[config.mk]
export PLATFORM = sky130hd
export DESIGN_NAME = keypad_scanner_flat
export DESIGN_NICKNAME = d
export VERILOG_FILES = /design/src/rtl/keypad_pkg.sv /design/src/rtl/keypad_scanner_if.sv /design/src/rtl/keypad_decoder.sv /design/src/rtl/keypad_scanner.sv /design/src/flat_wrapper.sv
export SDC_FILE = /design/constraint.sdc
export NUM_CORES = 1
export LEC_CHECK = 0
export ABC_AREA = 1
export BUFFER_PORTS_ARGS = -buffer_cell sky130_fd_sc_hd__buf_4
export CAP_MARGIN = 40
export CORE_MARGIN = 2
export CORE_UTILIZATION = 43
export CTS_BUF_LIST = sky130_fd_sc_hd__clkbuf_16
export DETAILED_ROUTE_END_ITERATION = 7
export PLACE_DENSITY = 0.64
export SKIP_LAST_GASP = 1
export SYNTH_ARGS = -nofsm -noshare
export SYNTH_HDL_FRONTEND = slang
export SYNTH_HIERARCHICAL = 1
export SYNTH_SLANG_ARGS = --single-unit
[constraint.sdc]
create_clock -name clk -period 3.34 [get_ports clk]
set_input_delay 0.167 -clock clk [delete_from_list [all_inputs] [get_ports clk]]
set_output_delay 0.167 -clock clk [all_outputs]
set_load 0.02 [all_outputs]
[src/rtl/keypad_pkg.sv]
// Shared keypad types, legend table and row-vector helpers.
// Latency: none (constants and pure functions only).
// Backpressure: not applicable.
package keypad_pkg;

    localparam int NUM_ROWS = 4;
    localparam int NUM_COLS = 4;

    typedef enum logic [1:0] {
        SCAN   = 2'd0,
        SAMPLE = 2'd1,
        LOCK   = 2'd2
    } scanner_state_t;

    // Legend value printed on each key, indexed [row][col].
    localparam logic [3:0] KEY_MAP [NUM_ROWS][NUM_COLS] = '{
        '{4'h1, 4'h2, 4'h3, 4'hA},
        '{4'h4, 4'h5, 4'h6, 4'hB},
        '{4'h7, 4'h8, 4'h9, 4'hC},
        '{4'hE, 4'h0, 4'hF, 4'hD}
    };

    // True when exactly one active-low row is pulled down.
    function automatic logic one_row_low(input logic [NUM_ROWS-1:0] rows_n);
        return $countones(~rows_n) == 1;
    endfunction

    // True when two or more active-low rows are pulled down.
    function automatic logic multi_row_low(input logic [NUM_ROWS-1:0] rows_n);
        return $countones(~rows_n) > 1;
    endfunction

    // Index of the lowest-numbered row that is pulled down (0 when none).
    function automatic logic [1:0] low_row_index(input logic [NUM_ROWS-1:0] rows_n);
        logic [1:0] idx;
        idx = 2'd0;
        for (int i = NUM_ROWS - 1; i >= 0; i--) begin
            if (!rows_n[i]) begin
                idx = 2'(i);
            end
        end
        return idx;
    endfunction

endpackage

[src/rtl/keypad_scanner_if.sv]
// Keypad pins plus the scanner-to-debouncer signals as one bundle.
// Latency: none (wires only).
// Backpressure: scan_stop flows from debouncer to scanner to freeze the scan.
interface keypad_scanner_if;
    import keypad_pkg::*;

    logic [NUM_ROWS-1:0] row_n;
    logic                scan_stop;
    logic [NUM_COLS-1:0] col_n;
    logic                key_detected;
    logic [3:0]          key_code;
    logic [1:0]          row_idx;
    logic [1:0]          col_idx;
    logic                multi_key;

    modport master (
        input  row_n, scan_stop,
        output col_n, key_detected, key_code, row_idx, col_idx, multi_key
    );

    modport slave (
        output row_n, scan_stop,
        input  col_n, key_detected, key_code, row_idx, col_idx, multi_key
    );
endinterface

[src/rtl/keypad_decoder.sv]
// Maps a (row, col) key position to its legend value.
// Latency: combinational; the scanner registers the result.
// Backpressure: none.
module keypad_decoder
    import keypad_pkg::*;
(
    input  logic [1:0] row,
    input  logic [1:0] col,
    output logic [3:0] code
);

    // Table lookup of the key legend.
    always_comb begin
        code = KEY_MAP[row][col];
    end

endmodule

[src/rtl/keypad_scanner.sv]
// Drives keypad columns round-robin, synchronizes rows and locks onto a pressed key.
// Latency: row pin to row_s 2 cycles; outputs registered one cycle after the decision.
// Backpressure: scan_stop keeps the scanner locked on the current column.
module keypad_scanner
    import keypad_pkg::*;
#(
    parameter int SETTLE_CYCLES = 3000
)(
    input  logic             clk,
    input  logic             rst_n,
    keypad_scanner_if.master kp
);

    localparam int               CNT_W    = $clog2(SETTLE_CYCLES);
    localparam logic [CNT_W-1:0] CNT_LAST = CNT_W'(SETTLE_CYCLES - 1);

    localparam logic [1:0] ST_SCAN   = SCAN;
    localparam logic [1:0] ST_SAMPLE = SAMPLE;
    localparam logic [1:0] ST_LOCK   = LOCK;

    logic [NUM_ROWS-1:0] row_meta;
    logic [NUM_ROWS-1:0] row_s;
    logic [1:0]          state;
    logic [CNT_W-1:0]    cnt;
    logic [1:0]          col;

    logic                one_low;
    logic                multi_low;
    logic                all_high;
    logic [1:0]          hit_row;
    logic [3:0]          dec_code;

    logic                key_detected_q;
    logic                multi_key_q;
    logic [3:0]          key_code_q;
    logic [1:0]          row_idx_q;
    logic [1:0]          col_idx_q;

    assign one_low   = one_row_low(row_s);
    assign multi_low = multi_row_low(row_s);
    assign all_high  = &row_s;
    assign hit_row   = low_row_index(row_s);

    keypad_decoder u_decoder (
        .row  (hit_row),
        .col  (col),
        .code (dec_code)
    );

    // Two-flop synchronizer; rows idle high so reset to released.
    always_ff @(posedge clk or negedge rst_n) begin
        if (!rst_n) begin
            row_meta <= '1;
            row_s    <= '1;
        end else begin
            row_meta <= kp.row_n;
            row_s    <= row_meta;
        end
    end

    // Scan sequencing: settle a column, sample it once, then either move on or hold the lock.
    always_ff @(posedge clk or negedge rst_n) begin
        if (!rst_n) begin
            state <= ST_SCAN;
            cnt   <= '0;
            col   <= 2'd0;
        end else begin
            case (state)
                ST_SCAN: begin
                    // The counter stops at its last value; leaving SCAN is what ends the count.
                    if (cnt == CNT_LAST) begin
                        state <= ST_SAMPLE;
                    end else begin
                        cnt <= cnt + 1'b1;
                    end
                end
                ST_SAMPLE: begin
                    if (one_low || multi_low) begin
                        state <= ST_LOCK;
                    end else begin
                        col   <= col + 1'b1;
                        cnt   <= '0;
                        state <= ST_SCAN;
                    end
                end
                ST_LOCK: begin
                    // Moving to the next column keeps the scan round-robin after a release.
                    if (all_high && !kp.scan_stop) begin
                        col   <= col + 1'b1;
                        cnt   <= '0;
                        state <= ST_SCAN;
                    end
                end
                default: begin
                    state <= ST_SCAN;
                    cnt   <= '0;
                end
            endcase
        end
    end

    // Latch the key on a clean single-row sample and track it every cycle while locked.
    always_ff @(posedge clk or negedge rst_n) begin
        if (!rst_n) begin
            key_detected_q <= 1'b0;
            multi_key_q    <= 1'b0;
            key_code_q     <= 4'h0;
            row_idx_q      <= 2'd0;
            col_idx_q      <= 2'd0;
        end else begin
            case (state)
                ST_SAMPLE: begin
                    key_detected_q <= one_low;
                    multi_key_q    <= multi_low;
                    if (one_low) begin
                        key_code_q <= dec_code;
                        row_idx_q  <= hit_row;
                        col_idx_q  <= col;
                    end
                end
                ST_LOCK: begin
                    // Only the originally latched row counts; a different single row is not a key.
                    key_detected_q <= one_low && (hit_row == row_idx_q);
                    multi_key_q    <= multi_low;
                end
                default: begin
                    key_detected_q <= 1'b0;
                    multi_key_q    <= 1'b0;
                end
            endcase
        end
    end

    assign kp.col_n        = ~(4'b0001 << col);
    assign kp.key_detected = key_detected_q;
    assign kp.multi_key    = multi_key_q;
    assign kp.key_code     = key_code_q;
    assign kp.row_idx      = row_idx_q;
    assign kp.col_idx      = col_idx_q;

endmodule

[src/flat_wrapper.sv]
// flat-port wrapper written by rule: the top's interface ports become plain ports
module keypad_scanner_flat import keypad_pkg::*;
#(
    parameter int SETTLE_CYCLES = 3000
)
  (clk, rst_n, kp_row_n, kp_scan_stop, kp_col_n, kp_key_detected, kp_key_code, kp_row_idx, kp_col_idx, kp_multi_key);
  keypad_scanner_if kp_i ();
  input  logic clk;
  input  logic rst_n;
  input wire logic [$bits(kp_i.row_n)-1:0] kp_row_n;
  input wire logic [$bits(kp_i.scan_stop)-1:0] kp_scan_stop;
  output wire logic [$bits(kp_i.col_n)-1:0] kp_col_n;
  output wire logic [$bits(kp_i.key_detected)-1:0] kp_key_detected;
  output wire logic [$bits(kp_i.key_code)-1:0] kp_key_code;
  output wire logic [$bits(kp_i.row_idx)-1:0] kp_row_idx;
  output wire logic [$bits(kp_i.col_idx)-1:0] kp_col_idx;
  output wire logic [$bits(kp_i.multi_key)-1:0] kp_multi_key;
  assign kp_i.row_n = kp_row_n;
  assign kp_i.scan_stop = kp_scan_stop;
  assign kp_col_n = kp_i.col_n;
  assign kp_key_detected = kp_i.key_detected;
  assign kp_key_code = kp_i.key_code;
  assign kp_row_idx = kp_i.row_idx;
  assign kp_col_idx = kp_i.col_idx;
  assign kp_multi_key = kp_i.multi_key;
  keypad_scanner #(.SETTLE_CYCLES(SETTLE_CYCLES)) u_core (.clk(clk), .rst_n(rst_n), .kp(kp_i));
endmodule
* Yosys cells after proc, flatten, opt, wreduce, memory -nomap -nowiden
Index checks and enable logic that the tools add are counted.
** Cells by class
- Equal/unequal tests :: 9
- Shift operators :: 1
- Order comparisons :: 3
- Mux-type cells :: 23
- Add/sub/neg operators :: 5
- Reductions and logical operators :: 12
- Bitwise operators :: 4
** Operator list (number)
- 12-bit two-way mux :: 3
- 12-bit one-hot mux with 3 select lines :: 1
- 32-bit adder :: 1
- 16-bit binary-select mux with 2-bit select :: 1
- 32-bit by 2-bit equality test with 1-bit output, second input constant :: 1
- 32-bit by 2-bit > comparator with 1-bit output, second input constant :: 1
- 16-bit two-way mux :: 2
- 2-bit two-way mux :: 9
- 12-bit by 1-bit adder with 12-bit output, second input constant :: 1
- 12-bit equality test, second input constant :: 1
- 4-bit binary-select mux with 2-bit select :: 1
- 4-bit two-way mux :: 2
- 4-bit inverter :: 2
- 3-bit >= comparator, second input constant :: 2
- 2-bit inverter with 3-bit output :: 2
- 2-bit one-hot mux with 3 select lines :: 1
- 3-bit AND reduction :: 2
- 1-bit by 1-bit adder with 2-bit output :: 2
- 2-bit by 1-bit != test with 1-bit output, second input constant :: 2
- 2-bit != test, second input constant :: 2
- 2-bit one-hot mux with 2 select lines :: 1
- 2-bit AND reduction :: 2
- 4-bit AND reduction :: 1
- 1-bit by 2-bit left shift with 4-bit output, first input constant :: 1
- other kinds (12) :: 13
** Word-level totals
- Logic and storage cells :: 67
- Output and inout port bits :: 14
- Bits of input ports :: 7
- Bits in registers :: 34

* Logic depth before layout (Yosys ltp)
- Depth after elaboration :: 11
- Depth in mapped cells :: 13
- Gate-level depth less buffers :: 12

* By module
Netlist, hierarchy kept.
** By module, submodules not included
- keypad_scanner :: sequential area each 860.8 um^2, instances 1, area each 1781.7 um^2, cells each 220
- keypad_decoder :: sequential area each 0.0 um^2, instances 1, area each 108.9 um^2, cells each 24

* Least setup slack after synthesis
Ideal clock, no wire load.
- Kind :: reg-to-reg
- From :: register u_core.row_s[1]
- To :: register u_core.col_idx_q[1], in the netlist u_core/kp.col_idx[1]
- Clock period less this slack :: 2371 ps
- Slack :: 969 ps
- Cell stages (with the launch flop) :: 11
- Arrival time :: 2244 ps
- Cells stage by stage :: dfstp_2 -> fa_1 -> inv_1 -> ha_1 -> inv_1 -> ha_1 -> nand3b_1 -> nor2_2 -> clkinv_1 -> nand2_1 -> o21ai_0
** On the way
- Word-level cells in the longest chain between the ends :: 5
** Ends and longest elaborated chain
- start, declared :: line keypad_scanner.sv:22 : logic [NUM_ROWS-1:0] row_s;
- start signal, assigned :: line keypad_scanner.sv:57 : row_s <= row_meta;
- 4-bit inverter :: line keypad_pkg.sv:25 : return $countones(~rows_n) == 1;
- 1-bit by 1-bit adder with 2-bit output (implied by the code) :: line keypad_pkg.sv:25
- 32-bit adder (implied by the code) :: line keypad_pkg.sv:25
- 32-bit by 2-bit equality test with 1-bit output :: line keypad_pkg.sv:25
- 2-bit AND reduction (no line)
- end signal, assigned :: line keypad_scanner.sv:118 : col_idx_q <= col;
- end, declared :: line keypad_scanner.sv:37 : logic [1:0] col_idx_q;
Every way passes these cells.
A chain may end at the register's enable or synchronous reset.

* Worst setup path after layout
Ends and elaborated chain as after synthesis.

==> results.toml <==
[timing]
rsz0062_at_grt = "no"
drv_slew = 0
finClkSkew_ns = 0.002028
fin_crit_sh = 0.7796
fin_setup_tns_ns = 0
tightestPinTransition_ns = 0.5327
max_freq_mhz = 384.1
period_minus_slack_ns = 2.604
relSlewSlack = 0.6435
setup_viol = 0
hold_viol = 0

[worst_hold_path]
hold_class = "flop to flop"

[cts]
root_buffer = "clkbuf_16"
clock-sinks = 34
clk_path_buf_depth = 2
cts_resized = 0
cts_setup_buffers = 0
cts_max_level = 2
cts_tree = "built"
clk_pin_slew_ns = 0.05
cts_buffers = 5
clock_latency_ns = 0.28

[worst_setup_path]
cp_max_fo = 9
cp-start-kind = "flop"
r2r_slack_ns = 0.74
crit_type = "flop to flop"
worstPathArrival_ns = 2.76
cp.required_ns = 3.50
crit_path_end_kind = "flop"

[floorplanning]
coreArea_um2 = 4294
fp-row-count = 24
die-area_um2 = 4943
die_h_um = 70.31
chipWidth_um = 70.31
ios = 21
initial_core_util = 0.4403

[yosys]
yosys_warnings = 6
synth_seq_cells = 34
syn-cell-area_um2 = 1891
syn_nets = 264
yosysSeqAreaShare = 0.4553
syn_area_per_cell_um2 = 7.748
yosys.cell_types.count = 24
synthCells = 244

[route]
routed_wl_mm = 3.658
antenna_left = 0
via_count = 1576
avgRoutedWirePerCell_um = 11.19
via_per_inst = 4.820
drc = 0
first_pass_iters = 4
first_iter_violations = 74

[global_route]
track_usage = 0.1723
grt_max_degree = 35
grt_pass1_vias = 1542
grt_pass1_wl_mm = 6.768
antenna_found_initial = 0
grt_overflow = 0

[final_layout]
num_antenna_cells = 0
drive_above_1_share = 0.1600
fin_nets = 294
fillCellCount = 393
area.growth.synth_to_final_pct = 23.43

[pwr]
p_leak_nw = 1.208
power_w = 0.001076
p_per_area_nw_per_um2 = 460.9
peakVddDrop_mv = 0.3235

[placement]
gp_congestion = 0.8314
hpwlAfterDp_mm = 2.584
portBuffers = 20

[flow_run]
maxCapViolations = 0

[outcome]
run_status = "finished clean"
==> cells in the mapped netlist <==
library cell / count / area (µm²)
a21oi_1: 1 / 5.000
a21oi_2: 1 / 8.760
buf_2: 1 / 5.000
buf_6: 1 / 11.26
clkinv_1: 1 / 3.750
dfrtp_1: 26 / 650.6
dfstp_2: 8 / 210.2
fa_1: 1 / 20.02
ha_1: 12 / 150.1
inv_1: 36 / 135.1
inv_2: 2 / 7.510
nand2_1: 80 / 300.3
nand2_2: 3 / 18.77
nand3_1: 20 / 100.1
nand3b_1: 1 / 7.510
nand4_1: 5 / 31.28
nor2_1: 18 / 67.56
nor2_2: 1 / 6.260
nor3_1: 1 / 5.000
o21ai_0: 14 / 70.07
o21ai_1: 4 / 20.02
o21bai_1: 2 / 15.01
or2_2: 1 / 6.260
xor2_1: 4 / 35.03
==> power breakdown <==
part           internal, W  switching [W]
Sequential        0.000421     0.00000344
Combinational    0.0000202      0.0000295
Clock             0.000428       0.000173
Total             0.000870       0.000206
==> worst paths after layout <==
check	start	end	cells after the start
max in group asynchronous	rst_n	u_core/row_meta[0]	2
worst max-delay path	u_core/row_s[1]	u_core/kp.col_idx[1]	10
min in group asynchronous	rst_n	u_core/kp.key_code[1]	2
worst max register to register	u_core/row_s[1]	u_core/kp.col_idx[1]	10
worst min register to register	u_core/row_meta[0]	u_core/row_s[0]	0
worst min-delay path	u_core/row_meta[0]	u_core/row_s[0]	0
==> per-stage QoR <==
step,std cells,hold WS (ns),utilization,worst slack (ns),instance area [µm²]
floorplan,244,-0.1286,-,0.9693,1891
global placement,314,0.1400,0.4866,0.8316,2090
detailed placement,314,0.1389,0.4866,0.7225,2090
CTS,327,0.3550,0.5434,0.7238,2333
global route,327,0.3578,0.5434,0.5099,2333
finish,327,0.3536,0.5434,0.7363,2333
==> sequential cells by signal (all words and copies together), names as in the netlist <==
name and count:
u_core/cnt 12, u_core/kp.key_code 4, u_core/row_meta 4, u_core/row_s 4
u_core/col 2, u_core/kp.col_idx 2, u_core/kp.row_idx 2, u_core/state 2
u_core/kp.key_detected 1, u_core/kp.multi_key 1
==> worst max-delay path, stage by stage (launching register included) <==
cell,delay (ns)
dfstp_2,0.57
fa_1,0.42
inv_1,0.06
ha_1,0.16
inv_1,0.05
ha_1,0.26
nand3b_1,0.21
nor2_2,0.28
clkinv_1,0.29
nand2_1,0.11
o21ai_0,0.07
==> logic make-up after synthesis <==
logic type	Yosys count	synth area share
compound gates	22	0.06287
xor+xnor	4	0.01853
fa+ha+maj	13	0.09000
buf+inv	41	0.08603
flops	34	0.4553
simple gates	130	0.2872
==> cells in the final DEF, fill, tap and decap left out <==
cell type	n
nand2_1	80
inv_1	36
dfrtp_1	26
buf_4	20
nand3_1	20
nor2_1	18
o21ai_0	14
ha_1	12
dfstp_2	8
clkbuf_16	5
dlygate4sd3_1	5
nand4_1	5
xor2_1	4
o21ai_1	4
nand2_2	3
bufinv_16	2
o21bai_1	2
inv_2	2
clkinv_4	1
nand3b_1	1
nor2_2	1
clkinv_1	1
a21oi_1	1
nor3_1	1
or2_2	1
fa_1	1
a21oi_2	1
==> repair_timing <==
item,CTS,global route
hold endpoints to repair,30,0
hold buffers,5,0
setup endpoints to repair,0,0
==> per-layer routing <==
layer,up-vias,track usage,part of all wire
met5,-,0,0
met4,0,0.05983,0.016
met3,7,0.04618,0.045
met2,28,0.2851,0.48
met1,725,0.2167,0.46
li1,816,-,-
==> layout make-up <==
cell class	instances	area (µm²)	share of cell area
well taps	52	65.06	0.02788
clock inverters	3	68.82	0.02949
flip-flops and latches	34	860.8	0.3689
multi-input cells	169	867.1	0.3716
clock buffers	5	125.1	0.05362
repair buffers	25	200.2	0.08579
inverters	39	146.4	0.06273
No activity file was read; power rests on OpenSTA's default activity.
